## src/rtl/shift_rows_stream.sv

```systemverilog
// Streaming AES-style ShiftRows: columns in, shifted columns out, via two ping-pong banks.
// Optional inverse mode is enabled by defining SHIFT_ROWS_INV_EN.
module shift_rows_stream #(
  parameter int NB = 4,
  parameter int BW = 8
) (
  input  logic            clk,
  input  logic            rst,
  input  logic            in_valid,
  output logic            in_ready,
  input  logic [4*BW-1:0] in_col,
  input  logic            in_inv,
  output logic            out_valid,
  input  logic            out_ready,
  output logic [4*BW-1:0] out_col,
  output logic            out_last
);

  localparam int             CW   = $clog2(NB);
  localparam logic [CW-1:0]  LAST = CW'(NB - 1);

  localparam logic [1:0] ST_EMPTY   = 2'd0;
  localparam logic [1:0] ST_FILLING = 2'd1;
  localparam logic [1:0] ST_FULL    = 2'd2;

  logic [1:0]      r_state [2];
  logic            r_wr_bank;
  logic            r_rd_bank;
  logic [CW-1:0]   r_wr_cnt;
  logic [CW-1:0]   r_rd_cnt;
  logic [4*BW-1:0] r_mem [2][NB];

  logic            w_in_fire;
  logic            w_out_fire;
  logic [4*BW-1:0] w_col;

`ifdef SHIFT_ROWS_INV_EN
  logic r_inv [2];
`else
  logic w_unused_inv;
  assign w_unused_inv = in_inv;
`endif

  // The read bank is FULL whenever the write bank is, so in/out transfers never share a bank.
  assign in_ready   = (r_state[r_wr_bank] != ST_FULL);
  assign out_valid  = (r_state[r_rd_bank] == ST_FULL);
  assign w_in_fire  = in_valid && in_ready;
  assign w_out_fire = out_valid && out_ready;

  always_ff @(posedge clk or negedge rst) begin
    if (!rst) begin
      r_state[0] <= ST_EMPTY;
      r_state[1] <= ST_EMPTY;
      r_wr_bank  <= 1'b0;
      r_rd_bank  <= 1'b0;
      r_wr_cnt   <= '0;
      r_rd_cnt   <= '0;
`ifdef SHIFT_ROWS_INV_EN
      r_inv[0]   <= 1'b0;
      r_inv[1]   <= 1'b0;
`endif
    end else begin
      if (w_out_fire) begin
        if (r_rd_cnt == LAST) begin
          r_state[r_rd_bank] <= ST_EMPTY;
          r_rd_bank          <= ~r_rd_bank;
          r_rd_cnt           <= '0;
        end else begin
          r_rd_cnt <= r_rd_cnt + CW'(1);
        end
      end
      if (w_in_fire) begin
        if (r_wr_cnt == LAST) begin
          r_state[r_wr_bank] <= ST_FULL;
          r_wr_bank          <= ~r_wr_bank;
          r_wr_cnt           <= '0;
        end else begin
          r_wr_cnt <= r_wr_cnt + CW'(1);
          if (r_wr_cnt == '0) begin
            r_state[r_wr_bank] <= ST_FILLING;
          end
        end
`ifdef SHIFT_ROWS_INV_EN
        if (r_wr_cnt == '0) begin
          r_inv[r_wr_bank] <= in_inv;
        end
`endif
      end
    end
  end

  // Column storage carries no reset; bank states alone decide what is visible.
  always_ff @(posedge clk) begin
    if (w_in_fire) begin
      r_mem[r_wr_bank][r_wr_cnt] <= in_col;
    end
  end

  genvar gi;
  generate
    for (gi = 0; gi < 4; gi++) begin : g_row
      localparam int OFF = (gi == 0) ? 0 :
                           (gi == 1) ? 1 :
                           (gi == 2) ? ((NB == 8) ? 3 : 2) :
                                       ((NB == 8) ? 4 : 3);
      logic [CW-1:0] w_idx;

      always_comb begin
        w_idx = CW'((int'(r_rd_cnt) + OFF) % NB);
`ifdef SHIFT_ROWS_INV_EN
        if (r_inv[r_rd_bank]) begin
          w_idx = CW'((int'(r_rd_cnt) + NB - OFF) % NB);
        end
`endif
      end

      assign w_col[gi*BW +: BW] = r_mem[r_rd_bank][w_idx][gi*BW +: BW];
    end
  endgenerate

  assign out_col  = out_valid ? w_col : '0;
  assign out_last = out_valid && (r_rd_cnt == LAST);

endmodule

```

## config.mk

```make
export PLATFORM = sky130hd
export DESIGN_NAME = shift_rows_stream
export DESIGN_NICKNAME = d
export VERILOG_FILES = /design/src/rtl/shift_rows_stream.sv
export SDC_FILE = /design/constraint.sdc
export NUM_CORES = 1
export LEC_CHECK = 0
export CAP_MARGIN = 20
export CORE_MARGIN = 2
export CORE_UTILIZATION = 40
export CTS_BUF_LIST = sky130_fd_sc_hd__clkbuf_8
export DETAILED_ROUTE_END_ITERATION = 12
export SYNTH_ARGS = -nofsm -noshare
export SYNTH_HDL_FRONTEND = slang
export SYNTH_SLANG_ARGS = --single-unit
```

## constraint.sdc

```tcl
create_clock -name clk -period 3.1 [get_ports clk]
set_input_delay 0.465 -clock clk [delete_from_list [all_inputs] [get_ports clk]]
set_output_delay 0.465 -clock clk [all_outputs]
set_load 0.01 [all_outputs]
```

After elaboration in Yosys (flattened, before gate mapping)
Memory sizes are Yosys's and may differ from the RTL's.
Cells that the tools add are included.
Cells by class
  add/subtract/negate cells: 5
  magnitude comparators: 10
  equal/unequal tests: 4
  muxes and demuxes: 34
  bitwise operators: 17
  reductions and logical operators: 9
Operators with widths (count)
  $bmux 32 s2: 4
  $mux 128: 1
  $mux 32: 4
  $demux 32 s2: 1
  $mux 24: 2
  $mux 16: 2
  $mux 2: 10
  $mux 4: 5
  $mux 8: 2
  $ge 3x3->1 const B: 5
  $not 2->3: 5
  $add 2x1->2 const B: 3
  $eq 2x2->1 const B: 3
  $logic_and 1x1->1: 6
  $add 2x2->2 const B: 2
  $and 2x2->2: 2
  $and 4x4->4: 1
  $demux 2 s1: 2
  $ge 2x2->1 const B: 2
  $lt 2x1->1 const B: 2
  $not 1->2: 2
  $not 2->2: 2
  $not 4->4: 1
  $or 2x2->2: 2
  other kinds (6): 8
Word-level totals
  register bits: 10
  bits in writable memories: 256
  logic and storage cells: 86
  memories: 1
Memory list
  r_mem: depth 2, bits a word 128, rd ports 1, clocked after memory_dff 0, wr ports 1, RTL line 31  | logic [4*BW-1:0] r_mem [2][NB];

Depth between registers and ports, before layout
  word-level depth: 13
  mapped depth: 6

Worst setup path before layout
No wires, ideal clock.
  path kind: register -> register
  start: register r_wr_bank
  end: memory r_mem[0][100] in the netlist's numbering, enable pin
  setup time: 0.419 ns
  arrival time: 2.040 ns
  required time: 2.681 ns
  slack: 0.642 ns
  stages on the path, launching flop included: 4
  buffers on the path: 1
  period minus slack after synthesis: 2.458 ns
  cell sequence: dfrtp_1 clkbuf_1 nand2b_1 nor3b_2
On the way
  word-level cells in the longest chain between the ends: 8
Ends and longest elaborated chain
  from (decl): RTL line 27  | logic r_wr_bank;
  from (signal assigned): RTL line 75  | r_wr_bank <= ~r_wr_bank;
  $not 1->2 (implied by the code): RTL line 45  | assign in_ready = (r_state[r_wr_bank] != ST_FULL);
  $mux 2 (implied by the code) (3 in a row): RTL line 45
  $ne 2x2->1: RTL line 45
  $logic_and 1x1->1: RTL line 47  | assign w_in_fire = in_valid && in_ready;
  $mux 1: RTL line 94  | if (w_in_fire) begin
  $mux 128 (implied by the code): RTL line 95  | r_mem[r_wr_bank][r_wr_cnt] <= in_col;
  to (decl): RTL line 31
Parallel ways exist; a longest one is shown, timed or not. The select of a mux whose other input is x is not followed.

Worst setup path in the final report
  start: register r_rd_cnt[1]
  end: output out_col[11]
On the way
  word-level cells in the longest chain between the ends: 6
Ends and longest elaborated chain
  from (decl): RTL line 30  | logic [CW-1:0] r_rd_cnt;
  from (signal assigned): RTL line 69  | r_rd_cnt <= r_rd_cnt + CW'(1);
  $add 2x1->2: RTL line 109  | w_idx = CW'((int'(r_rd_cnt) + OFF) % NB);
  $not 2->3 (implied by the code): RTL line 117  | assign w_col[gi*BW +: BW] = r_mem[r_rd_bank][w_idx][gi*BW +: BW];
  $bmux 32 s2: RTL line 117
  $mux 16 (implied by the code) (2 in a row): RTL line 117
  $mux 32: RTL line 121  | assign out_col = out_valid ? w_col : '0;
  to (decl): RTL line 15  | output logic [4*BW-1:0] out_col,
No other way between the ends. The select of a mux whose other input is x is not followed.

==> results.txt <==
The number of H-tree branching levels came out at 2. The share of power burned in registers came out at 41.1%. The number of placed I/O pins is between 70 and 80. Synthesis handed over a netlist of 578 instances. The run finished, with violations left. After clock tree synthesis, the clock-pin slew on the worst setup and hold paths is around 0.060 ns. The final number of setup-violating endpoints came out at 3. The worst register-to-register path has a setup slack of approximately 1.3 ns. For this design the total switching power over the nets is 3.62 mW. After synthesis, the largest family of logic cells by area is multiplexers.

Signal routing reaches up to met4. Measured along the x axis, the die boundary spans ~170 um. The clock network power share is about a quarter. The post-route standard cell area excluding fillers is 12900 sq um.

The internal power summed over all cells is 7.80 mW. Across every metal layer, demand over resource in global routing totals 16.2%. The routed length on met1 is 10100 um. The ratio of total power to cell area came out at 885 nW/um^2. The worst setup path is captured at an output pin. After detailed routing, the number of vias per cell comes to 5.24. Counting every net in the synthesized netlist gives 620. The routed design has 23000 um of wire. The largest buffer count on any clock path is 3. The transition at the pin with the smallest max-transition slack is approximately 0.6 ns. The sink count of the clock tree is approximately 270. The total iterations of the first detailed-routing run is 8. The pre-CTS setup slack is 0.262 ns. The number of antenna violations at the first check in global routing came out at 1. The filler cells instantiated in the layout total about 2.1k. In the final routed layout, each cell accounts on average for 21.7 um. The clock tree skew after final layout came out at 0.0159 ns. Once the floorplan was initialized, standard cells occupied approximately two fifths of the core. The portion of netlist area occupied by mux cells is 13.1%.

The wire length of the first global-routing pass is 34200 um. At the end of the flow, the number of nets in the layout was between 700 and 800. The post-synthesis share of cell area spent on and, or, nand and nor gates is 4.68%.

For this run, design rule violations remaining after detail routing come to 4. The data required time of the critical path came out at 2.63 ns. The largest fanout on the critical path came out at 9.

The share of the synthesized area in the top cell type came out at 71.9%. The part of the Yosys area used for sequential elements came out at 74.2%. In this run, post-CTS hold repair placed 0 buffers. Setup repair after global routing could not meet its margin everywhere. The overall die height is 168 um.

The via count came out at 5554. Measured against its own limit, the worst slew margin works out to 60.1%. In the post-synthesis netlist, the biggest area contributors are edfxtp_1 72%, mux2_2 7.2%, mux2i_1 6.0%, nor3_2 2.7%, a22o_1 2.6%.

The highest clock frequency the design can meet came out at 0.317 GHz. Of the total synthesized cell area, the portion taken by XOR and XNOR cells is 0%. The routed length on met3 came out at 1020 um. The synthesized area divided by synthesized cell count is about 19 sq um. During synthesis, Yosys emitted a total of 0 warnings. Compared with the post-synthesis result, the final layout area differs by 20.7%.

The count of maximum capacitance violations came out at 0. The number of clock buffers inserted by TritonCTS is 44. The number of distinct library cell variants in the gate-level netlist after synthesis is 34. The share of the clock period used by the worst path is 102%. The final HPWL from detailed placement came out at 12000 um. The placed instances occupy a cell area of 11900 sq um. Across the VDD grid, the largest voltage drop is 0.000443 V.

The total count of hold-check failures in the final report came out at 0. The combinational cell fraction of total power is between 30 and 40%. Summing the areas of all compound-gate instances in the mapped netlist gives 5.25% of the synthesized area. The clock tree from TritonCTS is yes. The clock insertion delay at the later pin of the skew report is 0.52 ns. The leakage power summed over all cells is 4.44 nW. Detailed routing placed a total of between 10000 and 15000 um of wire on met2.

The endpoint arrival time on the critical path came out at 2.69 ns. In the final layout, the share of cells above drive strength 1 is between 20% and 30%. The maximum number of pins on one net before global-route repair is between 50 and 60. The critical path in this run is classified as register to output pin. The startpoint class of the critical path is a register. The final antenna diode count is 0.

The adder and majority gate portion of the synthesized area came out at 0.585%. The count of pins over their slew limit is 0. The leftover overflow at the end of global routing came out at 0. The starting DRC count in detailed routing is 311.

The number of global-route vias before repair is 6052. The core box area came out at 26100 sq um. The checks that failed: DRC, setup timing.

The flip-flop and latch count after synthesis came out at 266. Net switching is 31.7% of the power. The final RePlAce weighted congestion came out at just over 0.7.

The most area-hungry cell type in the Yosys netlist is edfxtp_1. The routed design could run at a clock period as short as 3.15 ns. The final setup slack of the worst path came out at -0.0505 ns. The number of cell rows came out at 59. The root buffer cell is clkbuf_8. The post-route antenna net violation count is 0. The min-delay analysis places its worst path in the category primary input to async pin.

The die covers 28100 sq um. The summed instance area of the synthesized netlist is about 11000 sq um. The number of input and output port buffers inserted is 70.
==> layout make-up <==
type	instances	area, sq um	share of cell area, %
Timing Repair Buffer	102	1160	8.98
Clock inverter	31	179	1.39
Multi-Input combinational cell	276	2560	19.9
Clock buffer	46	633	4.90
Sequential cell	266	7940	61.5
Tap cell	335	419	3.25
Inverter	4	15.0	0.116
==> per-stage QoR <==
step / cells / utilization [%] / TNS, ns / hold WS (ns) / total power, mW
6_report: 1060 / 49.4 / -0.132 / 0.276 / 11.4
5_1_grt: 1060 / 49.4 / -0.656 / 0.283 / 12.0
3_3_place_gp: 975 / 45.6 / 0 / 0.521 / 8.42
4_1_cts: 1053 / 48.9 / -0.515 / 0.261 / 11.4
2_1_floorplan: 578 / - / 0 / 0.169 / 7.11
3_5_place_dp: 975 / 45.6 / 0 / 0.565 / 8.53
==> Yosys cell counts <==
library cell and n:
a22o_1 32, a2bb2oi_1 1, a31oi_1 1, and2_1 3, and3b_1 1, and4_1 3, buf_1 2, buf_2 13
buf_4 4, buf_6 8, clkbuf_1 5, dfrtp_1 10, edfxtp_1 256, ha_1 5, inv_1 4, mux2_2 68
mux2i_1 64, nand2_1 3, nand2b_1 6, nand3b_1 1, nand4_1 1, nor2_1 6, nor2_2 1, nor2b_1 4
nor3_1 3, nor3_2 29, nor3b_2 2, o211ai_1 1, o21a_1 2, o21ai_0 2, o21ai_1 2, o22ai_1 32
o2bb2ai_1 1, o31ai_1 2
==> routing by layer <==
layer,up-vias,GRT usage [%]
li1,2564,-
met1,2822,20.4
met2,128,28.5
met3,40,3.26
met4,0,4.54
met5,-,0
==> critical path, stage by stage, from the launching register on <==
cell             delay (ns)
dfrtp_1                0.42
ha_1                   0.33
nor2_2                 0.40
buf_4                  0.28
a22o_1                 0.19
nor3_2                 0.04
clkdlybuf4s50_1        0.49
==> worst paths after layout <==
| check | start | to | depth (start not counted) |
|---|---|---|---|
| hold / removal | rst | r_state[2] | 1 |
| hold reg to reg | r_wr_cnt[1] | r_wr_cnt[1] | 1 |
| setup reg to reg | r_wr_bank | r_mem[0][73] | 4 |
| max in group asynchronous | rst | r_rd_bank | 1 |
| min in group clk | r_wr_cnt[1] | r_wr_cnt[1] | 1 |
| setup / recovery | r_rd_cnt[1] | out_col[11] | 6 |
==> power by group through the flow <==
| stage | Combinational (mW) | Clock (mW) | Sequential [mW] |
|---|---|---|---|
| 4_1_cts | 3.83 | 2.91 | 4.70 |
| 3_5_place_dp | 3.77 | 0 | 4.76 |
| 6_report | 3.89 | 2.84 | 4.69 |
| 3_3_place_gp | 3.71 | 0 | 4.72 |
| 2_1_floorplan | 2.42 | 0 | 4.69 |
| 5_1_grt | 4.17 | 3.08 | 4.73 |
==> placed cells by master (no fill, tap or decap), types with 9 or more instances in the layout <==
cell type          n
dfrtp_1            9
mux2_2            68
edfxtp_1         256
buf_4             17
dlygate4sd2_1     10
nor3_2            29
o22ai_1           32
clkdlybuf4s50_1   52
inv_1             19
buf_12             9
a22o_1            32
clkbuf_8          46
mux2i_1           64
==> cells by family (layout without fill, tap and decap cells) <==
kind of cell,after synthesis,after routing
AO/OA/AOI/OAI,76,76
adder cells (fa/ha/maj),5,5
buffers and inverters,36,183
flip-flops,266,266
multiplexers,132,132
AND/OR/NAND/NOR,63,63
==> sequential cells by signal (all words and copies together) (netlist names) <==
signal	flops
r_mem	256
r_wr_bank	1
r_rd_cnt	2
r_rd_bank	1
r_wr_cnt	2
r_state	4
==> what timing repair did <==
| item | 4_1_cts | 5_1_grt |
|---|---|---|
| setup endpoints to repair | 20 | 20 |
| buffers inserted | 0 | 5 |
| cloned | 1 | 2 |
| endpoints found under the hold margin | 0 | 0 |
| resized for setup | 16 | 12 |
No activity file was read; power rests on OpenSTA's default activity.
==> patch 1, RTL diff (same flow settings) <==
The parameter `NB` goes from 4 to 8.
--- a/src/rtl/shift_rows_stream.sv
+++ b/src/rtl/shift_rows_stream.sv
@@ -1,7 +1,7 @@
 // Streaming AES-style ShiftRows: columns in, shifted columns out, via two ping-pong banks.
 // Optional inverse mode is enabled by defining SHIFT_ROWS_INV_EN.
 module shift_rows_stream #(
-  parameter int NB = 4,
+  parameter int NB = 8,
   parameter int BW = 8
 ) (
   input  logic            clk,
Check against the original RTL: not settled (the Yosys comparison gave no result); the edit may change what the design does.
==> patch 1 against the unedited design <==
The flow finishes with violations (negative setup slack). Wire length rose by 100%. Utilization grew 0.13 points. Power increased by 110%. Setup slack lost 0.087 ns. Synthesized area up 89%. Maximum frequency is 2.7% lower. Final area rose by 92%. Sequential cell count rose by 258. Largest cell class unchanged. Highest routed layer is now met5.
==> patch 1: results <==
[global_route]
gr-usage-met2 = 0.2878
grt_pass1_vias = 10264
grt_usage = 0.1756
grt.met3_usage = 0.03418

[detailed_routing]
wl_met3_microns = 2642
wl_met2_microns = 22900
num_vias = 9739
top_layer = met5
wl_microns = 46500

[place]
gp_congestion = 0.7169
place_ws_ns = 0.05936

[logic_synthesis]
synthesis.nets = 922
synth_compound_area_frac = 0.01376
synthAdderAreaFrac = 0.003719
synth.area.mux_share = 0.1767
ys_seq_area_frac = 0.7765
synth_cell_types = 43
ys_top_cells_by_area = edfxtp_1 (76%), mux4_2 (14%), mux2i_1 (3.2%)
yosys-top-cells-count = edfxtp_1 (512), mux4_2 (127), mux2i_1 (65)
synth.avg_cell_area_sq_um = 22.96

[finish]
nNonClkBuffers = 173
clock_buffers = 85
buffer_area_frac = 0.08457
multi_input_area_share = 0.1866
seq_cells = 524

[status]
violations = negative setup slack
status = finished, violations left

[cts]
numCtsBuffers = 82

[power_and_ir_drop]
leakage_nw = 8.094
ir_worst_vdd_v = 0.0004327

[timing]
clock-skew-final_ns = 0.01556
setup_viol = 15
fin_ws_ns = -0.1377

[critical_path]
worstPathMaxFanout = 4
slowest_stage = dfrtp_4

[floorplanning]
die_area_sq_um = 52280
==> patch 1: cell count changes after synthesis, sizes merged, moves of 4 or more <==
cell,change
a22o,-32
nor2,+14
edfxtp,+256
nand2b,-4
clkbuf,+5
mux4,+127
nor3,-24
buf,+7
nand2,+6
inv,+4
mux2,-63
==> patch 1: how the worst min path moves through the flow <==
stage	slack, ns	end	start
after floorplan	0.17	r_rd_bank	rst
after global placement	0.54	r_state[0]	r_state[0]
after detailed placement	0.54	r_state[0]	r_state[0]
after CTS	0.20	r_state[3]	rst
after global routing	0.25	r_state[3]	rst
final	0.25	r_state[3]	rst
==> patch 1: power by group <==
part           internal (W)  leakage, nW  switching, W
Combinational       0.00504         2.48       0.00437
Clock               0.00271        0.858       0.00259
Sequential          0.00852         4.76      0.000261
==> patch 1: repair_timing <==
| item | CTS | global route |
|---|---|---|
| resized for setup | 153 | 35 |
| buffers inserted | 35 | 13 |
| pin swaps | 14 | 11 |
| gates cloned | 7 | 6 |
| setup endpoints to repair | 32 | 31 |
==> patch 2, RTL diff (config.mk and constraints unchanged) <==
Made on the original files. Make the reset (`rst`) synchronous in one clocked block.
--- a/src/rtl/shift_rows_stream.sv
+++ b/src/rtl/shift_rows_stream.sv
@@ -47,7 +47,7 @@
   assign w_in_fire  = in_valid && in_ready;
   assign w_out_fire = out_valid && out_ready;
 
-  always_ff @(posedge clk or negedge rst) begin
+  always_ff @(posedge clk) begin
     if (!rst) begin
       r_state[0] <= ST_EMPTY;
       r_state[1] <= ST_EMPTY;
Formal check against the unedited RTL: no difference found for any inputs over 4 cycles, from zero or initial values and one cycle with rst low; that may be too few to reach the edited logic, so the function may still have changed.
==> patch 2 against the unedited design <==
Utilization rose by 0.15 points. Final area fell by 3.1%. Non-clock buffer count up 1. Synthesized area is 3.3% lower. Sequential cell count increased by 2. Setup slack better by 0.12 ns. Wire length is 8.5% lower. Largest cell class unchanged.
Power is not compared: it rests on default switching activity, and its combinational part moved more than twofold at a synthesized area within 25%.
==> patch 2: results <==
[status]
status = finished clean

[power_and_ir_drop]
ir_worst_vdd_v = 0.0002361
leakage_nw = 4.277
power_w = 0.007231
switchingPower_w = 0.001512

[logic_synthesis]
synth_cell_types = 32
synth_edf_count = 260
synth_warnings = 0
synthesis.nets = 497
ys_top_cells_by_area = edfxtp_1 (75%), mux4_2 (14%), a22o_1 (2.7%)
synthAdderAreaFrac = 0.008467
ys.flop_type = edfxtp_1
synth_compound_area_frac = 0.03943
ys_async_sr_fraction = 0
synth.area.mux_share = 0.1442
synth.avg_cell_area_sq_um = 22.83
ys_seq_area_frac = 0.7703
yosys-top-cells-count = edfxtp_1 (260), mux4_2 (64), a22o_1 (32)

[min_path]
hold_class = reg -> reg
hold-path-cell-count = 2

[critical_path]
worstReg2RegStart = r_state[1][1]
worst_setup_path_start_kind = register
endpoint = out_col[23]
slowest_stage = clkdlybuf4s50_1
r2r_slack_ns = 0.97
cp.arrival_ns = 2.57
r2r_end = r_mem[0][49]
cpPeakStageDelay_ns = 0.53
worstPathMaxFanout = 8
crit_cells = 7
r2r_cells = 4

[place]
numPortBuffers = 70
gp_congestion = 0.7473
post_dp_cell_area_sq_um = 11620
dpl.hpwl_microns = 11750
place_ws_ns = 0.3205
placed_cells = 858

[global_route]
grt_max_degree = 67
grt_usage = 0.1599
gr-usage-met2 = 0.2760
grt_pass1_vias = 5387
grt.met3_usage = 0.03014
antenna_found_initial = 0
gr-usage-met1 = 0.2060
grt_pass1_wl_microns = 31530

[timing]
fin_ws_ns = 0.06958
maxSlewHeadroom = 0.6274
clock-skew-final_ns = 0.01159
timing.hold.ws_ns = 0.5096

[finish]
drive_gt1_frac = 0.2669
fill_cells = 2064
nets = 624
layout-area-overhead-vs-synth_pct = 20.99
top_regs = r_mem: 256 flops, r_state: 4 flops
final_cells = 937

[detailed_routing]
wl_microns = 21070
drtIter0Drc = 420
num_vias = 5023
first_pass_iters = 5

[cts]
numCtsBuffers = 42
[patch 2: logic make-up (layout without fill, tap and decap cells)]
kind of cell | Yosys count | in the layout
flops | 268 | 268
mux | 69 | 69
compound gates | 44 | 44
simple gates | 38 | 38
buf+inv | 27 | 181
fa+ha+maj | 7 | 7
[patch 2: layout make-up]
type                    count  area share
clock buffers              43     0.04729
clock inverters            28     0.01320
inverters                   7    0.002100
multi-input cells         158      0.1776
flip-flops and latches    268      0.6371
well taps                 330     0.03299
repair buffers            103     0.08978
[patch 2: timing repair]
| action | CTS | global route |
|---|---|---|
| pin swaps | 1 | 0 |
| cloned | 1 | 0 |
| buffers inserted | 7 | 0 |
| resized for setup | 26 | 9 |
| endpoints found under the setup margin | 32 | 11 |
| hold buffers | 0 | 0 |
[patch 2: per-layer routing]
metal,vias to the layer above,part of all wire
met4,0,0.019
met1,2639,0.42
li1,2202,-
met3,30,0.050
met5,-,0
met2,152,0.51
